===== src/rtl/bsg_two_entry_fifo_pkg.sv =====
// Shared definitions for the two-entry FIFO and its storage.
//
// Contents:
//   bsg_two_entry_depth_lp - number of storage entries (fixed at two)
//   ptr_t                  - one-bit entry pointer type
//   toggle_ptr()           - advance a pointer; wrap is a plain bit flip
package bsg_two_entry_fifo_pkg;

    localparam int bsg_two_entry_depth_lp = 2;

    typedef logic ptr_t;

    function automatic ptr_t toggle_ptr(input ptr_t p);
        return ~p;
    endfunction

endpackage


===== src/rtl/bsg_two_entry_mem.sv =====
// Two-entry register file with one write port and one asynchronous read port.
// Contents are never reset; the first write of each entry defines it.
//
// Ports:
//   clk_i     - clock, writes land on posedge
//   w_v_i     - write enable
//   w_addr_i  - write entry select
//   w_data_i  - write data
//   r_addr_i  - read entry select
//   r_data_o  - combinational read data
module bsg_two_entry_mem
    import bsg_two_entry_fifo_pkg::*;
#(
    parameter int width_p = 8
) (
    input  logic               clk_i,
    input  logic               w_v_i,
    input  ptr_t               w_addr_i,
    input  logic [width_p-1:0] w_data_i,
    input  ptr_t               r_addr_i,
    output logic [width_p-1:0] r_data_o
);

    logic [width_p-1:0] mem_q [bsg_two_entry_depth_lp];
    logic [width_p-1:0] mem_d [bsg_two_entry_depth_lp];

    always_comb begin
        mem_d = mem_q;
        if (w_v_i) begin
            mem_d[w_addr_i] = w_data_i;
        end
    end

    always_ff @(posedge clk_i) begin
        mem_q <= mem_d;
    end

    assign r_data_o = mem_q[r_addr_i];

endmodule


===== src/rtl/bsg_two_entry_fifo.sv =====
// Two-entry registered-status FIFO used as a retiming/decoupling buffer.
// ready_o and v_o come straight from flops, so neither depends
// combinationally on any input; this breaks the path from the consumer's
// yumi logic back to the producer.
//
// Ports:
//   clk_i    - clock, all state updates on posedge
//   reset_i  - synchronous active-high reset
//   v_i      - producer has valid data on data_i
//   data_i   - write data
//   ready_o  - FIFO can accept data (not full), registered
//   v_o      - data_o is valid (not empty), registered
//   data_o   - head entry
//   yumi_i   - consumer takes the head this cycle (legal only while v_o=1)
module bsg_two_entry_fifo
    import bsg_two_entry_fifo_pkg::*;
#(
    parameter int width_p                 = 8,
    parameter bit allow_enq_deq_on_full_p = 1'b0
) (
    input  logic               clk_i,
    input  logic               reset_i,
    input  logic               v_i,
    input  logic [width_p-1:0] data_i,
    output logic               ready_o,
    output logic               v_o,
    output logic [width_p-1:0] data_o,
    input  logic               yumi_i
);

    ptr_t head_q, head_d;
    ptr_t tail_q, tail_d;
    logic empty_q, empty_d;
    logic full_q, full_d;
    logic enq, deq;

    // An illegal yumi on an empty FIFO is masked so it cannot disturb state.
    // With allow_enq_deq_on_full_p the slot freed by this cycle's dequeue
    // may be refilled immediately, so the write port reuses it.
    always_comb begin
        deq = yumi_i & ~empty_q;
        if (allow_enq_deq_on_full_p) begin
            enq = v_i & (~full_q | deq);
        end else begin
            enq = v_i & ~full_q;
        end
    end

    // Occupancy 1 is exactly "neither empty nor full", which lets the
    // enq-only and deq-only cases derive the new flag from the opposite one.
    always_comb begin
        head_d  = head_q;
        tail_d  = tail_q;
        empty_d = empty_q;
        full_d  = full_q;
        if (reset_i) begin
            head_d  = 1'b0;
            tail_d  = 1'b0;
            empty_d = 1'b1;
            full_d  = 1'b0;
        end else begin
            if (enq) begin
                tail_d = toggle_ptr(tail_q);
            end
            if (deq) begin
                head_d = toggle_ptr(head_q);
            end
            if (enq && !deq) begin
                empty_d = 1'b0;
                full_d  = ~empty_q;
            end else if (deq && !enq) begin
                full_d  = 1'b0;
                empty_d = ~full_q;
            end
        end
    end

    always_ff @(posedge clk_i) begin
        head_q  <= head_d;
        tail_q  <= tail_d;
        empty_q <= empty_d;
        full_q  <= full_d;
    end

    bsg_two_entry_mem #(
        .width_p(width_p)
    ) mem (
        .clk_i   (clk_i),
        .w_v_i   (enq & ~reset_i),
        .w_addr_i(tail_q),
        .w_data_i(data_i),
        .r_addr_i(head_q),
        .r_data_o(data_o)
    );

    assign ready_o = ~full_q;
    assign v_o     = ~empty_q;

`ifndef SYNTHESIS
    always @(posedge clk_i) begin
        if (!reset_i) begin
            assert (!(yumi_i && empty_q))
                else $error("bsg_two_entry_fifo: yumi_i asserted while v_o=0");
        end
    end
`endif

endmodule


===== config.mk =====
export PLATFORM = sky130hd
export DESIGN_NAME = bsg_two_entry_fifo
export DESIGN_NICKNAME = d
export VERILOG_FILES = /design/src/rtl/bsg_two_entry_fifo_pkg.sv /design/src/rtl/bsg_two_entry_mem.sv /design/src/rtl/bsg_two_entry_fifo.sv
export SDC_FILE = /design/constraint.sdc
export NUM_CORES = 1
export LEC_CHECK = 0
export BUFFER_PORTS_ARGS = -buffer_cell sky130_fd_sc_hd__buf_2
export CAP_MARGIN = 20
export CELL_PAD_IN_SITES_DETAIL_PLACEMENT = 1
export CELL_PAD_IN_SITES_GLOBAL_PLACEMENT = 2
export CORE_MARGIN = 5
export CORE_UTILIZATION = 33
export CTS_CLUSTER_SIZE = 30
export DETAILED_ROUTE_END_ITERATION = 10
export GPL_ROUTABILITY_DRIVEN = 1
export PLACE_DENSITY_LB_ADDON = 0.3
export SYNTH_ARGS = -nofsm -noshare
export SYNTH_HDL_FRONTEND = slang
export SYNTH_SLANG_ARGS = --single-unit

===== constraint.sdc =====
create_clock -name clk_i -period 1.95 [get_ports clk_i]
set_input_delay 0.195 -clock clk_i [delete_from_list [all_inputs] [get_ports clk_i]]
set_output_delay 0.195 -clock clk_i [all_outputs]
set_load 0.03 [all_outputs]

# --- Yosys cells after proc, flatten, opt, wreduce, memory -nomap -nowiden ---
# Cells that the tools add are included.
totals:
  reg_bits: 20
  inputBits: 12
  out_inout_bits: 10
  word_cells: 35
op_classes:
  order_cmp: 3
  n_mux: 10
  bitwise_logic: 10
  n_reduce_logical: 6
ops:
  columns: ["cell", "n"]
  rows:
  - ["$mux W8", 4]
  - ["$bwmux W16", 1]
  - ["$demux W8 S1", 1]
  - ["$not A1 Y1", 5]
  - ["$ge A2 B2 Y1 const B", 2]
  - ["$mux W1", 4]
  - ["$not A1 Y2", 2]
  - ["$and A1 B1 Y1", 3]
  - ["$logic_and A1 B1 Y1", 3]
  - ["$logic_not A1 Y1", 2]
  - ["$lt A2 B1 Y1 const B", 1]
  - ["$reduce_bool A2 Y1", 1]

# --- Longest topological paths before layout ---
# Gate-level depths: netlist of the first run.
depth:
  depth_word: 6
  ltp_mapped: 4
  ltp_nobuf: 4

# --- Hierarchy ---
# Synthesis of the first run repeated with hierarchy kept, for this count alone.
unflattened:
  hier_cells: 48
  hier_area_um2: 818.3
by_module_without_submodules:
  columns: ["module", "instances", "cells_per_inst", "area_each_um2", "seq_area_each_um2"]
  rows:
  - ["bsg_two_entry_mem", 1, 27, 624.3, 480.5]
  - ["bsg_two_entry_fifo", 1, 21, 193.9, 80.1]

# --- Least setup slack after synthesis of the first run ---
# Ideal clock, no wire load.
synth_path:
  kind: "reg2reg"
  from: "reg full_q"
  to: "reg mem.mem_q[10] in the netlist's numbering, enable pin"
  setup_ps: 381
  arrival_time_ps: 987
  required_time_ps: 1569
  slack_ps: 582
  path_stages_with_launch: 2
  path_buffers: 0
  synth_period_minus_slack_ps: 1368
  cell_sequence: "dfxtp_1 nor4b_2"
synth_between:
  elab_chain_len: 3
synth_lines:
  columns: ["item", "line", "text"]
  rows:
  - ["start: declaration", "bsg_two_entry_fifo.sv:34", "logic full_q, full_d;"]
  - ["start signal: assignment", "bsg_two_entry_fifo.sv:82", "full_q <= full_d;"]
  - ["$not A1 Y1", "bsg_two_entry_fifo.sv:45", "enq = v_i & ~full_q;"]
  - ["$and A1 B1 Y1", "bsg_two_entry_fifo.sv:45", null]
  - ["$and A1 B1 Y1", "bsg_two_entry_fifo.sv:89", ".w_v_i (enq & ~reset_i),"]
  - ["end signal: assignment", "bsg_two_entry_mem.sv:35", "mem_q <= mem_d;"]
  - ["end: declaration", "bsg_two_entry_mem.sv:24", "logic [width_p-1:0] mem_q [bsg_two_entry_depth_lp];"]
# Every way passes these cells.
# A chain may end at the register's enable or synchronous reset.

# --- Worst setup path in the final report of the first run ---
layout_path:
  from: "reg head_q"
  to: "out data_o[6]"
layout_between:
  elab_chain_len: 4
layout_lines:
  columns: ["item", "line", "text"]
  rows:
  - ["start: declaration", "bsg_two_entry_fifo.sv:31", "ptr_t head_q, head_d;"]
  - ["start signal: assignment", "bsg_two_entry_fifo.sv:79", "head_q <= head_d;"]
  - ["$not A1 Y2 (implied by the code)", "bsg_two_entry_mem.sv:38", "assign r_data_o = mem_q[r_addr_i];"]
  - ["$mux W8 (implied by the code) (3 in series)", "bsg_two_entry_mem.sv:38", null]
  - ["end: declaration", "bsg_two_entry_fifo.sv:27", "output logic [width_p-1:0] data_o,"]
# Every way passes these cells. The select of a mux whose other input is x is not followed.

==> key figures, run 1 <==
Setup path
  – Startpoint Class: flip-flop
  – Crit path cell chain: mux2_2, buf_2
  – Kind of critical path: flip-flop to primary output
  – FF-to-FF path depth: 4
  – Crit path max fanout: 10
  – Crit-path slowest cell: dfxtp_1
  – WP data required: 1750 ps
  – Worst setup EP type: primary output
  – CP max stage delay: slightly above 600 ps
  – Arrival time at the worst endpoint: ~1500 ps

Hold path
  – Min-Delay Path Depth: 1
  – Worst min path class: primary input to flip-flop

Finish
  – Share of layout cells above drive strength 1: 49.3%
  – FILL cells: around 240
  – Area Overhead vs Synth: 21.3%
  – Layout Cells excl Fill: approximately 100
  – Final core occ: roughly 42%
  – Fin nets: between 80 and 90
  – Antenna cells: 0
  – Most frequent cells in the layout: 21 x buf_2, 16 x edfxtp_1, 9 x mux2_2
  – Final non-filler cell area: 946 um2
  – Commonest non-fill, non-tap cell in the layout: buf_2

Yosys
  – Area share of the largest cell type after synthesis: roughly three fifths
  – Synth area leader: edfxtp_1
  – Register area share after synthesis: around 72%
  – Yosys reg bits: 20
  – Cell variety after synth: 16
  – Syn_nets: 59
  – Synth Cell Area: around 780 um2
  – Post-Synthesis Cells: 46
  – Yosys warnings: 0
  – Avg Cell Area, Syn: approximately 17 um2
  – Ranking of synthesized cells by area: edfxtp_1 62%, mux2_2 13%, dfxtp_1 10%

Detailed routing
  – Residual DRC: 0
  – Via count: 450
  – Initial DRC count: 4
  – Detailed-route wire length per cell: ~13 um
  – ANT nets after route: 0
  – Routed WL: 1270 um
  – Via density: around 4.5
  – DRT Pass-1 Iters: 3

Timing
  – F_max: about 0.6 GHz
  – Worst Skew: 8.39 ps
  – Rel. slew slack: just under 70%
  – RSZ-0062 raised after global routing: no
  – Minimum clock period: around 1700 ps
  – Final setup vio count: 0
  – Tightest Pin Transition: around 460 ps
  – Final hold vios: 0
  – Final setup TNS: 0 ps
  – Slew Viols, Final: 0
  – Final critical-path share of the clock period: around 85%

Clock network
  – CTS tree: done
  – Hold-fix buffers at CTS: 0
  – Post-CTS sizing: 0
  – Clock Path Buffers: 2
  – CTS clock-pin slew for the worst setup and hold paths: between 100 and 150 ps
  – Clk Latency, worst-skew pair: just under 300 ps
  – Clock root buffer master: clkbuf_4
  – H-tree levels: 1
  – Postcts setup bufs: 0
  – Cts bufs inserted: 3
  – Clock sinks: 20

Place
  – HPWL Detailed: about 940 um
  – Gp weighted congestion: about 0.72
  – Port Buffers: 21
  – Placed cell count: 95
  – Placed cell area: just over 900 um2

GRT
  – First-pass GRT wire length: about 2100 um
  – Vias in the first global route: 480
  – Largest net degree at the start of global routing: 12
  – Initial antenna violation count: 0
  – GRT overflow: 0
  – Gr usage total: 8.30%

Die
  – Top Ports: 22
  – Die Y: between 50 and 60 um
  – Effective utilization at floorplan: roughly a third
  – Chip width: between 50 and 60 um
  – Die Footprint: 3430 um2
  – Area of the core: around 2200 um2
  – Standard-cell rows: 17

Run status
  – Status: completed

Power and ir drop
  – Tot Pwr: about 0.00081 W
  – PD cells: approximately 850 nW/um2
  – Leak pwr: about 0.36 nW
  – Max VDD drop: around 430 uV

Run
  – Max_cap viols: 0
synthesized netlist by cell type, drive strengths merged:
library cell / instances
inv: 2
nand2: 1
nand2b: 2
o21bai: 1
mux2: 9
buf: 1
ha: 1
or3b: 1
dfxtp: 4
nor2: 1
and3b: 1
edfxtp: 16
a21oi: 2
nor2b: 2
o31ai: 1
nor4b: 1
cell families after synthesis:
logic type,synth area share (%)
and+or+nand+nor,8.35
muxes,13.0
AOI/OAI and AO/OA,3.21
DFF,71.9
buffers and inverters,1.93
adders and majority gates,1.60
worst max-delay path: cells and delay by family, from the launching register on:
family	cells	cell delay (ps)
DFF	1	620
muxes	1	390
buffers and inverters	1	180
metal layers:
metal / GRT usage (%) / share of wire [%] / vias up
met3: 3.51 / 8.5 / 2
met1: 8.53 / 42 / 213
met5: 0 / 0 / -
li1: - / - / 222
met2: 14.0 / 48 / 13
met4: 4.85 / 0.87 / 0
final cells by class:
| class | count | area [um2] | share of cell area [%] |
|---|---|---|---|
| Sequential cell | 20 | 561 | 59.3 |
| Timing Repair Buffer | 22 | 113 | 11.9 |
| Clock buffer | 4 | 26.3 | 2.78 |
| Inverter | 2 | 7.51 | 0.794 |
| Tap cell | 28 | 35.0 | 3.70 |
| Multi-Input combinational cell | 23 | 204 | 21.6 |
sequential cells by signal, indices dropped and copies added (netlist names):
| name | cells |
|---|---|
| empty_q | 1 |
| full_q | 1 |
| head_q | 1 |
| mem.mem_q | 16 |
| tail_q | 1 |
power by group:
part           internal (W)  total (W)  switching (W)
Combinational     0.0000491   0.000118      0.0000694
Clock             0.0000794   0.000192       0.000112
Sequential         0.000482   0.000497      0.0000143
metrics by stage:
stage	hold WS (ps)	worst slack, ps
floorplan	264	582
global placement	383	563
detailed placement	386	530
CTS	73.3	240
global route	57.1	201
finish	85.8	286
final timing paths:
kind / from / endpoint / slack [ps]
worst max-delay path: head_q$_SDFFE_PP0P_ / data_o[6] / 290
worst min-delay path: data_i[5] / mem.mem_q[5]$_DFFE_PP_ / 90
worst max register to register: full_q$_SDFFE_PP0P_ / full_q$_SDFFE_PP0P_ / 500
worst min register to register: tail_q$_SDFFE_PP0P_ / tail_q$_SDFFE_PP0P_ / 510
Note: power is estimated with default switching activity, not from simulation.
==> run 2, diff against run 1 <==
CORE_MARGIN = 8   (was 5)
REMOVE_ABC_BUFFERS = 1   (was default)
==> run 2 against run 1 <==
Net effect: critical path depth stayed put; first-iteration DRC count is 50% lower; routed wire length is 13% higher; non-clock buffer count stayed put; critical path type unchanged; largest power group unchanged; highest routed layer unchanged.
==> key figures, run 2 (synthesized netlist as in run 1, its figures left out) <==
Clock network
  – CTS clock-pin slew for the worst setup and hold paths: ~110 ps
  – Clock sinks: 20
  – Postcts setup bufs: 0
  – Clk Latency, worst-skew pair: roughly 290 ps
  – Clock Path Buffers: 2
  – Hold-fix buffers at CTS: 0
  – Cts bufs inserted: 3
  – Clock root buffer master: clkbuf_4
  – Post-CTS sizing: 0
  – CTS tree: done
  – H-tree levels: 1

Die
  – Top Ports: 22
  – Die Footprint: between 4000 and 5000 um2
  – Standard-cell rows: 17
  – Area of the core: 2230 um2
  – Effective utilization at floorplan: a little over a third
  – Chip width: ~65 um
  – Die Y: 64.6 um

Finish
  – Final non-filler cell area: about 970 um2
  – Area Overhead vs Synth: 24.7%
  – Share of layout cells above drive strength 1: around half
  – Commonest non-fill, non-tap cell in the layout: buf_2
  – Max reg flops: 16
  – Largest Register: mem.mem_q
  – Most frequent cells in the layout: 21 x buf_2, 16 x edfxtp_1, 9 x mux2_2
  – Antenna cells: 0
  – Fin nets: 85

Detailed routing
  – Via count: between 400 and 500
  – Via density: around 4.6
  – Residual DRC: 0
  – Detailed-route wire length per cell: 14.4 um
  – Initial DRC count: 2
  – DRT Pass-1 Iters: 2
  – Routed WL: roughly 1400 um
  – ANT nets after route: 0

Power and ir drop
  – PD cells: 969 nW/um2
  – Leak pwr: ~0.38 nW
  – P_sw: 0.000203 W
  – Clock share of power: 34.5%
  – Sequential Power Share: between 50 and 60%
  – Cell-internal power: about 0.00074 W
  – Max VDD drop: 517 uV
  – Sw Ratio: approximately 22%
  – Combinational power share: between 10% and 20%

GRT
  – Gr usage total: 6.83%
  – Largest net degree at the start of global routing: 13
  – GRT overflow: 0
  – First-pass GRT wire length: around 2200 um
  – Initial antenna violation count: 0
  – Vias in the first global route: 529

Timing
  – Final hold vios: 0
  – Final setup vio count: 0
  – Final setup TNS: 0 ps
  – Tightest Pin Transition: approximately 420 ps
  – Rel. slew slack: between 70% and 80%
  – Final critical-path share of the clock period: between 80% and 90%
  – RSZ-0062 raised after global routing: no
  – F_max: 0.607 GHz
  – Slew Viols, Final: 0
  – Minimum clock period: ~1600 ps
  – Worst Skew: between 3 and 4 ps

Setup path
  – Worst setup EP type: primary output
  – Crit path max fanout: 10
  – RR Startpoint: full_q$_SDFFE_PP0P_
  – Arrival time at the worst endpoint: approximately 1500 ps
  – Worst setup path endpoint: data_o[7]
  – Setup slack, reg-to-reg: around 480 ps
  – WP data required: roughly 1800 ps
  – FF-to-FF path depth: 4
  – Startpoint Class: flip-flop
  – R2R Path End: full_q$_SDFFE_PP0P_
  – Worst Setup SP: head_q$_SDFFE_PP0P_
  – Kind of critical path: flip-flop to primary output

Place
  – Port Buffers: 21
  – Gp weighted congestion: approximately 0.68
  – HPWL Detailed: 1080 um
  – Placed cell area: between 900 and 1000 um2

Run
  – Max_cap viols: 0

Run status
  – Status: completed

Hold path
  – Worst min path class: primary input to flip-flop
[run 2: cell types whose count changed in the layout (fill, tap and decap cells not counted), sizes merged]
cell    previous run  this run
clkbuf             4         3
bufinv             0         1
[run 2: how the worst min path moves through the flow]
| stage | from | end | slack [ps] | cells after the start |
|---|---|---|---|---|
| after floorplan | reset_i | full_q$_SDFFE_PP0P_ | 260 | 1 |
| after global placement | data_i[4] | mem.mem_q[12]$_DFFE_PP_ | 380 | 1 |
| after detailed placement | data_i[4] | mem.mem_q[4]$_DFFE_PP_ | 390 | 1 |
| after CTS | data_i[1] | mem.mem_q[9]$_DFFE_PP_ | 70 | 1 |
| after global routing | data_i[5] | mem.mem_q[13]$_DFFE_PP_ | 70 | 1 |
| final | data_i[1] | mem.mem_q[9]$_DFFE_PP_ | 80 | 1 |
[run 2: power by group through the flow]
stage	clock network, W	logic [W]	registers (W)
floorplan	0	0.0000812	0.000502
global placement	0	0.000121	0.000505
detailed placement	0	0.000122	0.000507
CTS	0.000334	0.000123	0.000498
global route	0.000345	0.000131	0.000500
finish	0.000325	0.000120	0.000497
[run 2: layout make-up]
type | count | area (um2)
clock buffer | 3 | 22.5
tap | 28 | 35.0
inverter | 2 | 7.51
sequential | 20 | 561
clock inverter | 1 | 30.0
multi-input combinational | 23 | 204
fill | 234 | 1260
timing repair buffer | 22 | 113
[run 2: critical path: stages, from the launching register on]
cell     delay, ps
dfxtp_1        600
mux2_2         380
buf_2          180
[run 2: per-layer routing]
layer	wire, um	vias to the layer above	global-route usage [%]
met5	0	-	0
met4	10	0	2.45
met3	74	2	2.41
met2	781	13	12.9
met1	563	222	6.65
li1	-	221	-
[run 2: per-stage QoR]
stage / util (%) / worst slack (ps) / power [W] / std cells / hold WS [ps]
global route: 43.5 / 208 / 0.000976 / 99 / 68.3
CTS: 43.5 / 256 / 0.000955 / 99 / 74.9
finish: 43.5 / 303 / 0.000942 / 99 / 83.7
floorplan: - / 582 / 0.000583 / 45 / 264
detailed placement: 41.2 / 509 / 0.000629 / 95 / 389
global placement: 41.2 / 561 / 0.000626 / 95 / 384
==> run 3, diff against run 2 <==
clock period = 1.65 ns   (was 1.95 ns; I/O delays follow)
==> run 3 against run 2 <==
Net effect: sequential share of layout area rose by 0.054 points; power rose by 19%; routed wire length rose by 0.28%; hold slack got worse by 34 ps; core utilization rose by 0.056 points; register-to-register slack got worse by 300 ps; highest routed layer is now met3.
==> key figures, run 3 (synthesized netlist as in run 1, its figures left out) <==
Run
  – Max_cap viols: 0

Place
  – Gp weighted congestion: 0.703
  – Port Buffers: 21
  – Placed cell area: 920 um2
  – DP Worst Slack: slightly below 200 ps
  – Placed cell count: 95
  – HPWL Detailed: approximately 1100 um

Detailed routing
  – Residual DRC: 0
  – Routed WL: about 1400 um
  – Via count: roughly 440
  – Via density: 4.47
  – DRT Pass-1 Iters: 4
  – ANT nets after route: 0
  – Initial DRC count: 12
  – Detailed-route wire length per cell: ~14 um

Setup path
  – WP data required: roughly 1500 ps
  – Kind of critical path: flip-flop to primary output
  – Crit path max fanout: 10
  – Startpoint Class: flip-flop
  – Worst setup EP type: primary output
  – Arrival time at the worst endpoint: 1310 ps

Finish
  – Final core occ: a little over two fifths
  – Final non-filler cell area: roughly 970 um2
  – Antenna cells: 0
  – Largest Register: mem.mem_q
  – Share of layout cells above drive strength 1: approximately 52%
  – Most frequent cells in the layout: 21 x buf_2, 16 x edfxtp_1, 9 x mux2_2
  – Layout Cells excl Fill: between 90 and 100
  – Commonest non-fill, non-tap cell in the layout: buf_2
  – Area Overhead vs Synth: 24.9%
  – Max reg flops: 16
  – Fin nets: 85

Timing
  – Worst Skew: approximately 6.9 ps
  – Final worst setup slack: around 180 ps
  – Final hold vios: 0
  – F_max: a little under 0.7 GHz
  – Minimum clock period: between 1000 and 1500 ps
  – Tightest Pin Transition: 381 ps
  – Slew Viols, Final: 0
  – Rel. slew slack: between 70 and 80%
  – Final setup vio count: 0
  – Final setup TNS: 0 ps
  – Final critical-path share of the clock period: roughly nine tenths
  – RSZ-0062 raised after global routing: no

Die
  – Die Footprint: around 4200 um2
  – Effective utilization at floorplan: 34.9%
  – Chip width: approximately 65 um
  – Standard-cell rows: 17
  – Top Ports: 22
  – Area of the core: ~2200 um2
  – Die Y: 64.6 um

Clock network
  – Clock sinks: 20
  – Postcts setup bufs: 0
  – Cts bufs inserted: 3
  – Clk Latency, worst-skew pair: a little under 300 ps
  – Hold-fix buffers at CTS: 0
  – H-tree levels: 1
  – Post-CTS sizing: 0
  – Clock root buffer master: clkbuf_4
  – CTS tree: done
  – Clock Path Buffers: 2
  – CTS clock-pin slew for the worst setup and hold paths: ~110 ps

Run status
  – Status: completed

GRT
  – Vias in the first global route: a little over 500
  – First-pass GRT wire length: approximately 2400 um
  – Largest net degree at the start of global routing: 13
  – Gr usage total: 7.37%
  – Initial antenna violation count: 0
  – GRT overflow: 0

Hold path
  – Worst min path class: primary input to flip-flop

Power and ir drop
  – Max VDD drop: roughly 620 uV
  – PD cells: around 1100 nW/um2
  – Leak pwr: between 0.3 and 0.4 nW
run 3: critical path: stages (launching register included):
cell	delay (ps)
dfxtp_2	470
mux2_2	370
buf_2	180
run 3: final cells by class:
| type | count | area [um2] |
|---|---|---|
| multi-input combinational | 23 | 204 |
| fill | 242 | 1260 |
| clock inverter | 1 | 30.0 |
| inverter | 2 | 7.51 |
| timing repair buffer | 22 | 113 |
| clock buffer | 3 | 22.5 |
| tap | 28 | 35.0 |
| sequential | 20 | 562 |
run 3: final timing paths:
check	start	endpoint	slack [ps]	cells after the start
worst min-delay path	data_i[1]	mem.mem_q[1]$_DFFE_PP_	50	1
worst max register to register	full_q$_SDFFE_PP0P_	full_q$_SDFFE_PP0P_	180	4
worst max-delay path	head_q$_SDFFE_PP0P_	data_o[3]	180	2
worst min register to register	tail_q$_SDFFE_PP0P_	tail_q$_SDFFE_PP0P_	510	2
run 3: metrics by stage:
step	hold WS, ps	power, W
floorplan	234	0.000689
global placement	354	0.000740
detailed placement	359	0.000743
CTS	42.7	0.00113
global route	23.8	0.00117
finish	49.2	0.00112
run 3: per-layer routing:
| metal | track usage (%) | share of wire (%) | routed length, um |
|---|---|---|---|
| met5 | 0 | 0 | 0 |
| met3 | 3.44 | 6.0 | 86 |
| met1 | 7.38 | 40 | 576 |
| met4 | 3.27 | 0 | 0 |
| met2 | 12.8 | 54 | 769 |
run 3: where the power goes:
part / internal (W) / switching [W]
combinational: 0.0000583 / 0.0000850
clock: 0.000245 / 0.000143
sequential: 0.000571 / 0.0000166
total: 0.000874 / 0.000244
